### src/rtl/step_pulse_gen.sv
//------------------------------------------------------------------------------
// step_pulse_gen
// Two-channel lockstep step/direction pulse generator for stepper drivers.
// A load in IDLE captures step counts and directions, waits a direction
// setup time, then issues one pulse per period on each channel that still
// has steps left, and reports completion with a one-cycle done pulse.
// Revision: 1.0 - initial release
//------------------------------------------------------------------------------
`default_nettype none

module step_pulse_gen #(
  parameter int STEP_PERIOD = 50000,
  parameter int PULSE_HIGH  = 500,
  parameter int DIR_SETUP   = 100
) (
  input  logic       clk,
  input  logic       reset,
  input  logic       load,
  input  logic [8:0] steps1,
  input  logic [8:0] steps2,
  input  logic       dir1,
  input  logic       dir2,
  output logic       step1_out,
  output logic       step2_out,
  output logic       dir1_out,
  output logic       dir2_out,
  output logic       busy,
  output logic       done,
  output logic [8:0] remaining1,
  output logic [8:0] remaining2
);

  // Counter widths sized so the largest compared value always fits.
  localparam int PW = $clog2(STEP_PERIOD + 1);
  localparam int SW = $clog2(DIR_SETUP + 1);

  localparam logic [PW-1:0] PERIOD_LAST = PW'(STEP_PERIOD - 1);
  localparam logic [PW-1:0] HIGH_END    = PW'(PULSE_HIGH);
  localparam logic [PW-1:0] PERIOD_ONE  = PW'(1);
  localparam logic [SW-1:0] SETUP_LAST  = SW'(DIR_SETUP - 1);
  localparam logic [SW-1:0] SETUP_ONE   = SW'(1);
  localparam logic [8:0]    STEP_ONE    = 9'd1;

  typedef enum logic [1:0] {
    IDLE  = 2'd0,
    SETUP = 2'd1,
    RUN   = 2'd2,
    DONE  = 2'd3
  } state_t;

  state_t        state;
  logic [PW-1:0] period_cnt;
  logic [SW-1:0] setup_cnt;
  // DONE spans two cycles: the first lets busy drop after the last falling
  // edge, the second carries the done pulse. Loads are ignored in both.
  logic          done_phase;

  // Move sequencer: command capture, setup delay, lockstep pulsing, completion.
  always_ff @(posedge clk or posedge reset) begin
    if (reset) begin
      state      <= IDLE;
      period_cnt <= '0;
      setup_cnt  <= '0;
      done_phase <= 1'b0;
      step1_out  <= 1'b0;
      step2_out  <= 1'b0;
      dir1_out   <= 1'b0;
      dir2_out   <= 1'b0;
      busy       <= 1'b0;
      done       <= 1'b0;
      remaining1 <= '0;
      remaining2 <= '0;
    end else begin
      case (state)
        IDLE: begin
          if (load) begin
            remaining1 <= steps1;
            remaining2 <= steps2;
            dir1_out   <= dir1;
            dir2_out   <= dir2;
            setup_cnt  <= '0;
            period_cnt <= '0;
            done_phase <= 1'b0;
            if ((steps1 == 9'd0) && (steps2 == 9'd0)) begin
              // Nothing to move: report completion without ever going busy.
              state <= DONE;
            end else begin
              state <= SETUP;
              busy  <= 1'b1;
            end
          end
        end

        SETUP: begin
          // Direction lines are stable; hold step low for DIR_SETUP cycles.
          if (setup_cnt == SETUP_LAST) begin
            state      <= RUN;
            period_cnt <= '0;
          end else begin
            setup_cnt <= setup_cnt + SETUP_ONE;
          end
        end

        RUN: begin
          if (period_cnt == PERIOD_LAST) begin
            period_cnt <= '0;
          end else begin
            period_cnt <= period_cnt + PERIOD_ONE;
          end

          if (period_cnt == '0) begin
            // Start of a period: each channel with work left fires a pulse.
            if (remaining1 != 9'd0) begin
              step1_out  <= 1'b1;
              remaining1 <= remaining1 - STEP_ONE;
            end
            if (remaining2 != 9'd0) begin
              step2_out  <= 1'b1;
              remaining2 <= remaining2 - STEP_ONE;
            end
          end else if (period_cnt == HIGH_END) begin
            step1_out <= 1'b0;
            step2_out <= 1'b0;
            // The falling edge of the longer channel's last pulse ends the run.
            if ((remaining1 == 9'd0) && (remaining2 == 9'd0)) begin
              state      <= DONE;
              done_phase <= 1'b0;
              period_cnt <= '0;
            end
          end
        end

        DONE: begin
          if (!done_phase) begin
            done       <= 1'b1;
            busy       <= 1'b0;
            done_phase <= 1'b1;
          end else begin
            done       <= 1'b0;
            done_phase <= 1'b0;
            state      <= IDLE;
          end
        end

        default: begin
          state <= IDLE;
        end
      endcase
    end
  end

endmodule

`default_nettype wire

### config.mk
export PLATFORM = sky130hd
export DESIGN_NAME = step_pulse_gen
export DESIGN_NICKNAME = d
export VERILOG_FILES = /design/src/rtl/step_pulse_gen.sv
export SDC_FILE = /design/constraint.sdc
export NUM_CORES = 1
export LEC_CHECK = 0
export ABC_CLOCK_PERIOD_IN_PS = 2200
export CELL_PAD_IN_SITES_DETAIL_PLACEMENT = 2
export CELL_PAD_IN_SITES_GLOBAL_PLACEMENT = 2
export CORE_MARGIN = 10
export CORE_UTILIZATION = 31
export CTS_BUF_LIST = sky130_fd_sc_hd__clkbuf_2 sky130_fd_sc_hd__clkbuf_4 sky130_fd_sc_hd__clkbuf_8
export DETAILED_ROUTE_END_ITERATION = 7
export HOLD_SLACK_MARGIN = 0.1
export PLACE_DENSITY = 0.82
export SLEW_MARGIN = 20
export SYNTH_ARGS = -nofsm -noshare
export SYNTH_HDL_FRONTEND = slang
export SYNTH_SLANG_ARGS = --single-unit
### constraint.sdc
create_clock -name clk -period 2.2 [get_ports clk]
set_input_delay 0.22 -clock clk [delete_from_list [all_inputs] [get_ports clk]]
set_output_delay 0.22 -clock clk [all_outputs]
set_load 0.02 [all_outputs]
==> impl_metrics.py <==
metrics = {
    "worst_setup_path": {
        "critPathLaunchType": "flip-flop",
        "worstPathRequired_ps": 2410,
        "r2r_slack_ps": -270,
        "criticalPathCategory": "reg2reg",
        "path_max_fanout": 4,
        "timing.rr.end": "remaining2[0]",
        "critical_path_arrival_ps": 2670,
        "r2r_start": "period_cnt[1]",
        "end_kind": "flip-flop",
        "reg2reg_depth": 7,
    },
    "cells_and_area": {
        "syn2layout_area_growth_pct": 51.9,
        "nFillCells": 1072,
        "regArea_sq_um": 1250,
        "drive_gt1_frac": 0.334,
        "finalNonFillerCells": 624,
        "diodes": 0,
        "nets": 520,
        "multi_input_area_sq_um": 2220,
    },
    "global_routing": {
        "gr-total-overflow": 0,
        "antenna_found_initial": 0,
        "grt_pass1_wl_um": 25200,
        "grt.total_usage": 0.217,
        "grt_max_degree": 26,
        "grt_pass1_vias": 4159,
    },
    "power": {
        "switchingPower_mw": 4.36,
        "power_density_nw_per_um2": 1710,
        "p_int_mw": 4.12,
        "leakagePower_nw": 2.09,
        "p_seq_frac": 0.192,
        "clkPwrFrac": 0.072,
        "power_switching_share": 0.514,
        "power_frac_comb": 0.737,
        "ir_worst_vdd_mv": 0.770,
    },
    "sta": {
        "holdWs_ps": 289,
        "fmax_mhz": 405,
        "min_period_ps": 2470,
        "report.final.slew_viol_count": 0,
        "setup_tns_ps": -3730,
        "hold_viol_final": 0,
        "fin_ws_ps": -268,
        "worst-slew-pin-transition_ps": 624,
        "grt_setup_unrepaired": "true",
        "finalCritPeriodShare": 1.12,
        "fin_skew_ps": 7.55,
        "relSlewSlack": 0.583,
        "setup_violations": 33,
    },
    "drt": {
        "drt-pass1-iter-count": 5,
        "viasPerCell": 6.23,
        "drt_iter0_markers": 238,
        "avgRoutedWirePerCell_um": 30.1,
        "vias": 3888,
        "drtAntennaViolNets": 0,
        "drc": 0,
        "routed_wl_um": 18800,
    },
    "placed_design": {
        "io_buffers": 46,
        "gp_congestion": 0.844,
        "placedCellCount": 603,
        "place_ws_ps": -222,
        "dp_hpwl_um": 10400,
    },
    "clock_tree": {
        "hold_buffers": 0,
        "clk_path_buf_depth": 2,
        "path_clk_slew_ps": 100,
        "insertion_delay_ps": 330,
        "h-tree-depth": 2,
        "cts_root_buffer": "clkbuf_8",
        "clock-sinks": 50,
        "numCtsBuffers": 5,
        "cts_tree": "done",
    },
    "yosys": {
        "synth_common_cells": "dfrtp_1, nand2_1, nor2_1",
        "synthMuxAreaShare": 0.0388,
        "ys_ff_latch": 50,
        "avgSynthCellArea_sq_um": 8.72,
        "yosys-top-cells-area": "dfrtp_1, nand2_1, ha_1",
        "async_flop_share": 1.00,
        "synth_flop_cell": "dfrtp_1",
        "ys.warnings.count": 0,
        "yosysTopAreaCell": "dfrtp_1",
        "netlist_area_sq_um": 3260,
        "synth_top_family_by_area": "simple AND/OR/NAND/NOR gates",
        "syn-num-nets": 406,
        "synth_fa_ha_area_frac": 0.0345,
        "seq_area_frac_synth": 0.384,
        "synthXorXnorAreaFrac": 0.0161,
        "synth_compound_area_frac": 0.188,
        "synth_cell_types": 65,
        "synth-edff-count": 0,
        "synthCells": 374,
        "yosys.area_share.simple": 0.287,
        "synth.most_common_cell": "dfrtp_1",
        "synth_top_area_share": 0.384,
    },
    "floorplan": {
        "die_w_um": 123,
        "fp.dieH_um": 123,
        "ios": 47,
        "fp.dieArea_sq_um": 15000,
        "start_util": 0.317,
        "core_area_sq_um": 10300,
        "fp-row-count": 37,
    },
    "hold_path": {
        "hold_path.class": "in2async",
    },
    "status": {
        "violations": "setup timing",
        "outcome": "finished with violations",
    },
    "job": {
        "maxCapViolations": 0,
    },
}
-- worst max-delay path by stage --
stage	from	endpoint	cells past startpoint
detailed placement	period_cnt[1]	remaining2[0]	7
floorplan	period_cnt[3]	remaining2[0]	6
global placement	period_cnt[1]	period_cnt[13]	8
CTS	period_cnt[1]	remaining2[0]	7
finish	period_cnt[1]	remaining2[0]	7
global route	remaining2[0]	remaining2[0]	8
-- power groups by stage --
stage	registers (mW)	logic [mW]	clock network, mW
after floorplan	1.77	2.10	0
after global placement	1.50	4.31	0
after detailed placement	1.53	4.56	0
after CTS	1.54	4.89	0.586
after global routing	1.65	6.48	0.642
final	1.63	6.24	0.607
-- final cells by class --
class	instances	area share
Clock buffer	7	0.0169
Timing Repair Buffer	130	0.232
Sequential cell	50	0.253
Inverter	20	0.0152
Tap cell	136	0.0344
Multi-Input combinational cell	281	0.449
-- cells in the final DEF, fill, tap and decap left out, types with 6 or more instances in the layout --
master           synthesis  layout
mux2i_1                  7       7
nand3_1                 13      12
clkdlybuf4s50_1          0      46
or3_1                   10       7
buf_4                    0      76
nor3_1                  18      11
dfrtp_1                 50      49
inv_2                    0       6
inv_1                   20      14
nand4_1                  9       9
a21oi_1                  7       7
and3_1                   9       9
ha_1                     9       7
nor2_1                  23      22
o21ai_0                 12      12
nor4_2                   0       6
a22o_1                   6       6
nand2_1                 41      40
-- routing by layer --
layer  wire length [um]  share of wire  global-route usage  vias to the layer above
met2               9580           0.51               0.380                      194
met3               1090          0.058              0.0399                       67
li1                   -              -                   -                     1616
met4                943          0.050              0.0913                        0
met1               7190           0.38               0.255                     2011
met5                  0              0                   0                        -
-- repair_timing --
action	4_1_cts	5_1_grt
gates cloned	0	1
setup buffers	3	10
endpoints found under the setup margin	31	38
pin swaps	7	17
endpoints found under the hold margin	0	0
resized for setup	27	54
-- registers in the layout, indices dropped and copies added, names as in the netlist --
name,count
setup_cnt,7
dir2_out,1
period_cnt,16
step2_out,1
state,2
remaining2,9
step1_out,1
remaining1,9
done_phase,1
done,1
dir1_out,1
busy,1
-- critical path: stages (launching register included) --
cell,delay [ps]
dfrtp_1,430
inv_2,130
ha_4,170
or3b_4,410
or3_4,400
nor3_4,370
nor3_2,100
or3_1,330
-- logic make-up (layout without fill, tap and decap cells) --
kind of cell | count (synthesis) | count (layout)
AOI/OAI and AO/OA | 83 | 83
xor gates and xnor gates | 6 | 6
adders and majority gates | 9 | 9
buffers and inverters | 43 | 157
DFF | 50 | 50
muxes | 12 | 12
and+or+nand+nor | 171 | 171
-- stage by stage --
stage               area [sq um]   util  power (mW)
floorplan                   3300      -        3.87
global placement            4360  0.425        5.82
detailed placement          4360  0.425        6.09
CTS                         4590  0.447        7.01
global route                4950  0.482        8.77
finish                      4950  0.482        8.47
(Power assumes the default switching activity.)
==> patch 1 (same settings) <==
The 4 states of `state_t` get a Gray code encoding in 2 bits.
--- a/src/rtl/step_pulse_gen.sv
+++ b/src/rtl/step_pulse_gen.sv
@@ -42,10 +42,10 @@
   localparam logic [8:0]    STEP_ONE    = 9'd1;
 
   typedef enum logic [1:0] {
-    IDLE  = 2'd0,
-    SETUP = 2'd1,
-    RUN   = 2'd2,
-    DONE  = 2'd3
+    IDLE  = 2'b00,
+    SETUP = 2'b01,
+    RUN   = 2'b11,
+    DONE  = 2'b10
   } state_t;
 
   state_t        state;
Behaviour: same outputs for any inputs over 10 cycles, from zero or initial values and one cycle with reset high; not proved beyond that.
==> patch 1 against the unedited design <==
The run still ends with setup timing left; via count decreased by 18%; wire length decreased by 28%; highest routed layer unchanged; first-iteration DRC count decreased by 39%; worst setup slack improved by 0.14 ns; critical path depth increased by 2; final area decreased by 13%; synthesized area decreased by 10%; sequential cell count unchanged; clock power increased by 1%; power decreased by 37%; cell count decreased by 8.5%.
==> patch 1: results (changes against the unedited design) <==
[run_status]
outcome=finished, violations left
violations=setup timing

[sta]
worst_slack_ns=-0.128  ; +0.140 ns
setup_violations=25  ; -24%
setup_tns_ns=-1.23  ; +2.50 ns

[global_routing]
grt_use_met2=0.304  ; -0.0753
grt_max_degree=36  ; +38%
grt_usage=0.169  ; -0.0476

[critical_path]
reg2regPathDepth=9  ; +2
critPathCapture=remaining1[4]
reg2reg_from=remaining1[1]
crit_fanout=3  ; -1
worstPathArrival_ns=2.51  ; -0.16 ns

[routing]
viasPerCell=5.60  ; -10%
wl_met3_um=473  ; -57%
drt-met1-wl_um=5810  ; -19%
drt_first_pass_iters=4  ; -1

[placed_design]
pre_cts_ws_ns=-0.269  ; -0.0470 ns
place_congestion=0.845  ; about the same

[synthesis]
synth_xor_xnor_area_share=0.0388  ; +0.0227
ys_types=50  ; -23%

[clock_tree]
postCtsSetupBuffers=0  ; -3
cts_resized=5  ; -81%

[pwr]
power.leakage_nw=1.74  ; -17%

[final_layout]
fin_nets=469  ; -9.8%

## patch 1: changes by cell type after synthesis, moves of 6 or more
cell and change:
clkbuf_1 -6, nor3_1 -6, a21oi_1 +26, xnor2_1 +8, o21ai_0 +17, nor4b_1 -6, nand2_1 -14
## patch 1: stage by stage
step                      instance area (µm²)  std cells
after floorplan                          3000        342
after global placement                   3950        554
after detailed placement                 3950        554
after CTS                                4070        562
after global routing                     4310        571
final                                    4310        571
## patch 1: power groups by stage
stage                     logic, mW  registers, mW  clock network [mW]
after floorplan                1.13           1.72                   0
after global placement         2.59           1.47                   0
after detailed placement       2.76           1.51                   0
after CTS                      2.81           1.50               0.620
after global routing           3.45           1.57               0.656
final                          3.19           1.53               0.613
## patch 1: cell type report
type | instances | share of cell area
clock inverters | 1 | 0.00116
repair buffers | 109 | 0.227
multi-input cells | 258 | 0.407
flip-flops and latches | 50 | 0.292
well taps | 129 | 0.0375
inverters | 17 | 0.0148
clock buffers | 7 | 0.0209
==> patch 2 (same flow settings) <==
Made on the original files. Change the parameter `PULSE_HIGH` from 500 to 250.
--- a/src/rtl/step_pulse_gen.sv
+++ b/src/rtl/step_pulse_gen.sv
@@ -10,7 +10,7 @@
 
 module step_pulse_gen #(
   parameter int STEP_PERIOD = 50000,
-  parameter int PULSE_HIGH  = 500,
+  parameter int PULSE_HIGH  = 250,
   parameter int DIR_SETUP   = 100
 ) (
   input  logic       clk,
Behaviour: same outputs for any inputs over 10 cycles, from zero or initial values and one cycle with reset high; that may be too few to reach the edited logic, so the function may still have changed.
==> patch 2 against the unedited design <==
Die area fell by 2.0%; wire length fell by 26%; critical path depth did not move; synthesized area fell by 2.4%; hold slack got worse by 0.024 ns; final area fell by 12%; combinational power fell by 37%; power fell by 28%; worst setup slack improved by 0.27 ns; sequential cell count did not move; synthesized cell count fell by 3.2%; core utilization fell by 4.2 points; first-iteration DRC count fell by 34%.
==> patch 2: results (changes against the unedited design) <==
[run_status]
outcome=finished clean

[critical_path]
timing.rr.end=period_cnt[7]
start_kind=flip-flop
crit_slowest_cell=or3b_4
crit_fanout=6  ; +2
crit_path_max_incr_delay_ns=0.42
reg2reg_from=remaining2[0]
worst-r2r-setup-slack_ns=0.003  ; +0.27 ns
worstPathArrival_ns=2.39  ; -0.28 ns
reg2regPathDepth=7  ; unchanged

[final_layout]
clock_area_frac=0.0261  ; +0.00917
final-seq-area_mm2=0.00125  ; about the same
fin_nets=489  ; -6.0%
drive_gt1_frac=0.204  ; -0.131
multi_input_cells=282  ; +0.36%
n_all_inverters=19  ; -5.0%
buf_share=0.201  ; -0.0309
n_all_buffers=98  ; -25%
n_fill_cell=1094  ; +2.1%
multi_input_area_mm2=0.00189  ; -15%
top_regs=period_cnt: 16 flops, remaining1: 9 flops, remaining2: 9 flops
nFlopsAndLatches=50  ; unchanged

[global_routing]
grt_pass1_vias=3773  ; -9.3%
met1_usage=0.222  ; -0.0327
grt_use_met2=0.319  ; -0.0609
grt_pass1_wl_um=21300  ; -16%
met3_usage=0.0261  ; -0.0139
grt_usage=0.180  ; -0.0364
grt_max_degree=51  ; +96%

[synthesis]
synth_common_cells=50 x dfrtp_1, 45 x nand2_1, 32 x nor2_1
ys_top_cells_by_area=dfrtp_1 39%, nand2_1 5.3%, ha_1 3.9%
syn-num-nets=395  ; -2.7%
synth_seq_area_share=0.393  ; +0.00935
async_flop_share=1.00  ; unchanged
ys_types=62  ; -4.6%
yosys_most_used_dff=dfrtp_1

[clock_tree]
cts_resized=3  ; -89%
path_clk_slew_ns=0.10  ; about the same
insertion_delay_ns=0.32

[routing]
drt_iter0_markers=156  ; -34%
viasPerCell=5.70  ; -8.6%
drt-met1-wl_um=5880  ; -18%
drt_first_pass_iters=4  ; -1
drt-wirelength-per-cell_um=23.6  ; -22%
wl_met3_um=424  ; -61%
wl_met2_um=7270  ; -24%

[sta]
relSlewSlack=0.598  ; +0.0149
clock_skew_ns=0.0109  ; +0.00337 ns
slew_violations=0  ; unchanged
worst_hold_slack_ns=0.265  ; -0.0243 ns

[pwr]
power.leakage_nw=1.76  ; -16%
vdd.ir_drop.worst_v=0.000439  ; -43%
power_switching_mw=2.91  ; -33%

[placed_design]
port_buffers=46  ; unchanged
hpwl_um=9770  ; -6.2%
place_congestion=0.809  ; -4.1%

==> patch 2: power by group through the flow <==
stage / Combinational (mW) / Clock (mW) / Sequential, mW
2_1_floorplan: 1.69 / 0 / 1.68
3_3_place_gp: 3.36 / 0 / 1.39
3_5_place_dp: 3.57 / 0 / 1.43
4_1_cts: 3.70 / 0.727 / 1.42
5_1_grt: 4.26 / 0.765 / 1.48
6_report: 3.94 / 0.714 / 1.44
==> patch 2: stage by stage <==
step	setup TNS (ns)	cell area, µm²	utilization	worst slack, ns	cells
2_1_floorplan	0	3180	-	0.0369	362
5_1_grt	-1.04	4360	0.440	-0.0925	590
3_5_place_dp	-1.89	4100	0.414	-0.131	574
3_3_place_gp	0	4100	0.414	0.0680	574
6_report	0	4360	0.440	0.00251	590
4_1_cts	0	4260	0.430	0.00625	585
==> patch 2: cells by family after synthesis <==
family	count (synthesis)	synth area share
simple gates	167	0.290
compound gates	93	0.204
flops	50	0.393
buf+inv	30	0.0377
fa+ha+maj	10	0.0393
mux	7	0.0228
xor+xnor	5	0.0138
